File: config.mk
export PLATFORM = sky130hd
export DESIGN_NAME = saida_reg
export DESIGN_NICKNAME = d
export VERILOG_FILES = /design/src/rtl/saida_pkg.sv /design/src/rtl/registrador_en.sv /design/src/rtl/saida_reg.sv
export SDC_FILE = /design/constraint.sdc
export NUM_CORES = 1
export LEC_CHECK = 0
export CORE_AREA = 2 2 39 41
export CTS_CLUSTER_SIZE = 16
export DETAILED_ROUTE_END_ITERATION = 8
export DIE_AREA = 0 0 41 43
export GPL_TIMING_DRIVEN = 0
export PLACE_DENSITY = 0.51
export SLEW_MARGIN = 0
export SYNTH_ARGS = -nofsm -noshare
export SYNTH_HDL_FRONTEND = slang
export SYNTH_HIERARCHICAL = 1
export SYNTH_SLANG_ARGS = --single-unit
File: constraint.sdc
create_clock -name clk -period 1.2 [get_ports clk]
set_clock_uncertainty 0.2 [all_clocks]
set_input_delay 0.24 -clock clk [delete_from_list [all_inputs] [get_ports clk]]
set_output_delay 0.24 -clock clk [all_outputs]
set_load 0.03 [all_outputs]
File: src/rtl/saida_pkg.sv
// Shared constants and types for the saida_reg registered-add datapath.
package saida_pkg;

  localparam int WIDTH = 4;

  localparam logic SEL_B = 1'b0;
  localparam logic SEL_C = 1'b1;

  typedef logic [WIDTH-1:0] word_t;

endpackage : saida_pkg

File: src/rtl/registrador_en.sv
// WIDTH-bit register with asynchronous active-low clear and synchronous load enable.
module registrador_en #(
  parameter int WIDTH = saida_pkg::WIDTH
) (
  input  logic             clk,
  input  logic             rst_n,
  input  logic             enable,
  input  logic [WIDTH-1:0] d,
  output logic [WIDTH-1:0] q
);

  always_ff @(posedge clk or negedge rst_n) begin
    if (!rst_n) begin
      q <= '0;
    end else if (enable) begin
      q <= d;
    end
  end

endmodule : registrador_en

File: src/rtl/saida_reg.sv
// Registered add stage: selects entradaB/entradaC, adds entradaA, and captures the
// wrapped sum in an enabled register one clock later.
module saida_reg
  import saida_pkg::*;
#(
  parameter int WIDTH = saida_pkg::WIDTH
) (
  input  logic             clk,
  input  logic             rst,
  input  logic             enable,
  input  logic             sel_mux,
  input  logic [WIDTH-1:0] entradaA,
  input  logic [WIDTH-1:0] entradaB,
  input  logic [WIDTH-1:0] entradaC,
  output logic [WIDTH-1:0] saida_registrador
);

  logic [WIDTH-1:0] mux_out;
  logic [WIDTH-1:0] soma;
  logic [WIDTH-1:0] carry;

  // A known select never lets an X on the unselected input reach the sum.
  always_comb begin
    mux_out = entradaB;
    if (sel_mux == SEL_C) begin
      mux_out = entradaC;
    end
  end

  assign carry[0] = 1'b0;

  // Ripple-carry chain; the carry out of the top bit is intentionally not built.
  for (genvar i = 0; i < WIDTH; i++) begin : g_fa
    assign soma[i] = entradaA[i] ^ mux_out[i] ^ carry[i];
    if (i < WIDTH - 1) begin : g_carry
      assign carry[i+1] = (entradaA[i] & mux_out[i]) |
                          (carry[i] & (entradaA[i] ^ mux_out[i]));
    end
  end

  registrador_en #(
    .WIDTH (WIDTH)
  ) u_registrador (
    .clk    (clk),
    .rst_n  (rst),
    .enable (enable),
    .d      (soma),
    .q      (saida_registrador)
  );

endmodule : saida_reg

== Yosys cells after proc, flatten, opt, wreduce, memory -nomap -nowiden ==
Cells that the tools add are included.

* Bits in registers: 4

* Multiplexer cells: 1
* Bitwise gates (word level): 14

{| class="wikitable"
|+ Operators by type and width
! kind !! count
|-
| XOR 1 bit || 7
|-
| bitwise AND 1 bit || 5
|-
| 2-to-1 mux 4 bit || 1
|-
| OR 1 bit || 2
|}

== Logic depth before layout (Yosys ltp) ==
* Depth after elaboration: 7
* Gate-level depth with buffers: 7

== Hierarchy ==
The synthesis kept the hierarchy.

{| class="wikitable"
|+ Modules (own cells, without submodules)
! module !! times used !! cells each !! area each (sq um) !! sequential area each (sq um)
|-
| registrador_en || 1 || 8 || 145.1 || 100.1
|-
| saida_reg || 1 || 9 || 113.9 || 0.0
|}

== Worst setup path after synthesis ==
Ideal clock, no wire load.

* Path kind: input to register
* From: in sel_mux
* To: reg u_registrador.q[3]
* Library setup time: 0.125 ns
* Data arrival time: 1.994 ns
* Data required time: 0.875 ns
* Path slack: -1.119 ns
* Stages on the path: 7
* Path buffers: 0
* Cells stage by stage: mux2_2 ha_1 fa_1 fa_1 xor2_1 xnor2_1 mux2_2

* Word-level cells in the longest chain between the ends: 7
* Elaborated cells on any way between the ends: 12

{| class="wikitable"
|+ RTL lines
! element !! RTL line !! source
|-
| from (decl) || saida_reg.sv:11 || <nowiki>input logic sel_mux,</nowiki>
|-
| 2-to-1 mux 4 bit (*) || saida_reg.sv:25 || <nowiki>if (sel_mux == SEL_C) begin</nowiki>
|-
| bitwise AND 1 bit or XOR 1 bit (tied branches) || saida_reg.sv:36, saida_reg.sv:37 ||
|-
| bitwise AND 1 bit || saida_reg.sv:37 || <nowiki>(carry[i] & (entradaA[i] ^ mux_out[i]));</nowiki>
|-
| OR 1 bit || saida_reg.sv:36 || <nowiki>assign carry[i+1] = (entradaA[i] & mux_out[i]) |</nowiki>
|-
| bitwise AND 1 bit || saida_reg.sv:37 ||
|-
| OR 1 bit || saida_reg.sv:36 ||
|-
| XOR 1 bit (*) || saida_reg.sv:34 || <nowiki>assign soma[i] = entradaA[i] ^ mux_out[i] ^ carry[i];</nowiki>
|-
| via soma[3] || saida_reg.sv:19 || <nowiki>logic [WIDTH-1:0] soma;</nowiki>
|-
| to (signal assigned) || registrador_en.sv:14 || <nowiki>q <= '0;</nowiki>
|-
| to (signal assigned) || registrador_en.sv:16 || <nowiki>q <= d;</nowiki>
|-
| to (decl) || registrador_en.sv:9 || <nowiki>output logic [WIDTH-1:0] q</nowiki>
|}

The timed path passes the listed nets; every way through them passes the cells marked *.
A chain may end at the register's enable or synchronous reset.

== Final worst setup path ==
Same ends and word-level chain as after synthesis.

==> out/metrics.csv <==
stage,metric,value,unit
run_status,status,"finished, violations left",
run_status,failing checks,setup timing,
logic_synthesis,register area share after synthesis,38.65,%
sta,"Hold Violations, Final",0,
grt,vias in the first global route,280,
clock_tree,TritonCTS clock tree,done,
worst_setup_path,Worst Path Max Fanout,2,
grt,initial antenna violation count,0,
worst_setup_path,Critical-path top delay cell,fa_2,
route,Antenna Nets Post-Route,0,
logic_synthesis,Gate Count Post-Synth,17,
die,Die Height,43,um
logic_synthesis,largest cells by area after synthesis,"dfrtp_1 (39%), mux2_2 (30%), fa_1 (15%), ha_1 (4.8%), mux2i_1 (3.9%)",
worst_setup_path,kind of end point of the critical path,register,
die,row cnt,14,
sta,Slew headroom,83.29,%
route,drt drc,0,
sta,setup slack after layout,-0.9087,ns
clock_tree,CTS sink cnt,4,
clock_tree,clk root buf,clkbuf_4,
power_and_ir_drop,Power Total,0.0006900,W
route,first-pass detailed-route iteration total,1,
sta,setup violators final,4,
worst_setup_path,CP bufs+invs,1,
route,DR WL/cell,10.78,um
logic_synthesis,post-synth cell types,7,
grt,GRT busiest layer,met2,
power_and_ir_drop,leakage dissipation,0.2557,nW
placed_design,total placed instance area,494.2,sq um
grt,GR Util met2,15.63,%
sta,min cycle time layout,2.109,ns
placed_design,placed cells,52,
clock_tree,Skew-Pair Late Insertion Delay,0.23,ns
route,final wirelength,636,um
die,die area,1763,sq um
worst_setup_path,critical path type,primary input to register,
clock_tree,Clock Path Buffers,2,
clock_tree,hold buffer count at CTS,0,
die,Starting Density,18.72,%
final_layout,# nets final,64,
worst_setup_path,CP startpoint kind,primary input,
logic_synthesis,synthesized area,259.0,sq um
logic_synthesis,Mapped Nets,36,
die,Chip Width,41,um
worst_setup_path,worst path arrival time,2.02,ns
final_layout,Biggest register,u_registrador/q,
min_path,Hold Crit Class,primary input to async pin,
route,drt via density,3.881,
grt,gr usage total,10.13,%
route,vias,229,
clock_tree,clk slew on worst S/H paths,0.04,ns
route,Initial DRC Count,0,
placed_design,IO buf count,19,
clock_tree,CTS buffer count,3,
worst_setup_path,Critical Path RT,1.11,ns
logic_synthesis,top-area cell type share of the netlist area,38.65,%
grt,maximum number of pins on one net before global-route repair,5,
final_layout,area grow syn2layout,115.0,%
die,IO Pins,20,
worst_setup_path,Stages on worst setup path,8,
sta,Setup TNS,-1.986,ns
worst_setup_path,crit-path max cell delay,0.34,ns
sta,Max Slew Vio Count,0,
grt,first-pass GRT wire length,1131,um
final_layout,layout cells sized above 1,55.81,%
final_layout,max reg flops,4,
placed_design,DP HPWL,524.6,um
worst_setup_path,R2R cell count,2,
power_and_ir_drop,power per cell area,1239,nW/um^2
clock_tree,H-tree Lvls,1,
final_layout,Finished Cell Area,556.8,sq um
sta,worst-margin pin slew,0.2506,ns
worst_setup_path,Crit Reg-Reg Startpoint,u_registrador/q[0],
worst_setup_path,reg2reg setup slack,0.11,ns
run,Max Cap Viol,0,
placed_design,global placer's final weighted congestion,0.6272,
final_layout,n_diodes,0,
logic_synthesis,yosys warns,6,
worst_setup_path,CP Cell Sequence,buf_8 > mux2_4 > ha_4 > fa_2 > fa_2 > xor2_1 > xnor2_1 > mux2_4,
logic_synthesis,top cell type by total area after synthesis,dfrtp_1,
sta,Fmax achieved,0.4742,GHz
power_and_ir_drop,Worst IR Drop VDD,0.5748,mV
worst_setup_path,Crit path max-delay family,adder cells,
grt,GRT overflow,0,
worst_setup_path,worst r2r dst,u_registrador/q[0],
logic_synthesis,Synth Area per Inst,15.24,sq um
sta,RSZ-0062 raised after global routing,true,
grt,GR Util met3,3.141,%
grt,met1 Usage GRT,10.60,%
final_layout,Largest regs,u_registrador/q (4),
sta,Final period util,175.7,%
die,Core ar.,1384,sq um
logic_synthesis,"flops & latches, synth",4,
final_layout,Post-Layout Cell Count,59,
final cells by class:
cell class	count	area (sq um)
Clock buffer	3	22.52
Fill cell	142	827.0
Multi-Input combinational cell	13	195.2
Sequential cell	4	100.1
Tap cell	16	20.02
Timing Repair Buffer	23	219.0
cell usage after synthesis:
cell type  instances
xnor2_1            1
dfrtp_1            4
fa_1               2
mux2i_1            1
xor2_1             1
mux2_2             7
ha_1               1
routing by layer:
layer / part of all wire [%] / up-vias
li1: - / 114
met1: 36 / 113
met2: 62 / 2
met3: 2.2 / 0
met4: 0 / 0
met5: 0 / -
through the flow:
step                setup WS, ns  utilization, %  hold slack [ns]
CTS                      -0.9829           38.61          0.01297
global placement          -1.643           35.71           0.2449
global route             -0.9553           40.24          0.02555
finish                   -0.9087           40.24         0.009303
detailed placement        -1.670           35.71           0.2610
floorplan                -0.9851               -          -0.2556
worst max-delay path by stage:
stage	start	slack, ns	end
final	sel_mux	-0.91	u_registrador/q[3]
after detailed placement	sel_mux	-1.67	u_registrador/q[3]
after floorplan	sel_mux	-0.99	u_registrador/q[3]
after CTS	sel_mux	-0.98	u_registrador/q[3]
after global routing	sel_mux	-0.96	u_registrador/q[3]
after global placement	sel_mux	-1.64	u_registrador/q[3]
where the power goes:
group / switching (W) / internal (W)
clock: 0.0000513 / 0.000112
combinational: 0.000136 / 0.000201
sequential: 0.0000212 / 0.000169
total: 0.000208 / 0.000482
cells by family (layout without fill, tap and decap cells):
kind of cell | Yosys count | count (layout) | share of synthesized area, %
xor gates and xnor gates | 2 | 2 | 6.765
muxes | 8 | 8 | 34.30
DFF | 4 | 4 | 38.65
buffers and inverters | 0 | 26 | 0
adders and majority gates | 3 | 3 | 20.29
placed cells by master (no fill, tap or decap):
| cell | count |
|---|---|
| mux2_2 | 2 |
| mux2_4 | 5 |
| dfrtp_1 | 4 |
| xor2_1 | 1 |
| buf_4 | 3 |
| mux2i_1 | 1 |
| buf_2 | 2 |
| fa_2 | 2 |
| clkbuf_4 | 3 |
| dlygate4sd2_1 | 4 |
| clkdlybuf4s50_1 | 8 |
| ha_4 | 1 |
| buf_6 | 5 |
| buf_8 | 1 |
| xnor2_1 | 1 |
what timing repair did:
action / 4_1_cts / 5_1_grt
setup buffers: 2 / 2
cloned: 0 / 0
pin swaps: 5 / 4
hold endpoints to repair: 0 / 0
resized for setup: 47 / 2
endpoints found under the setup margin: 8 / 8
(Power assumes the default switching activity.)
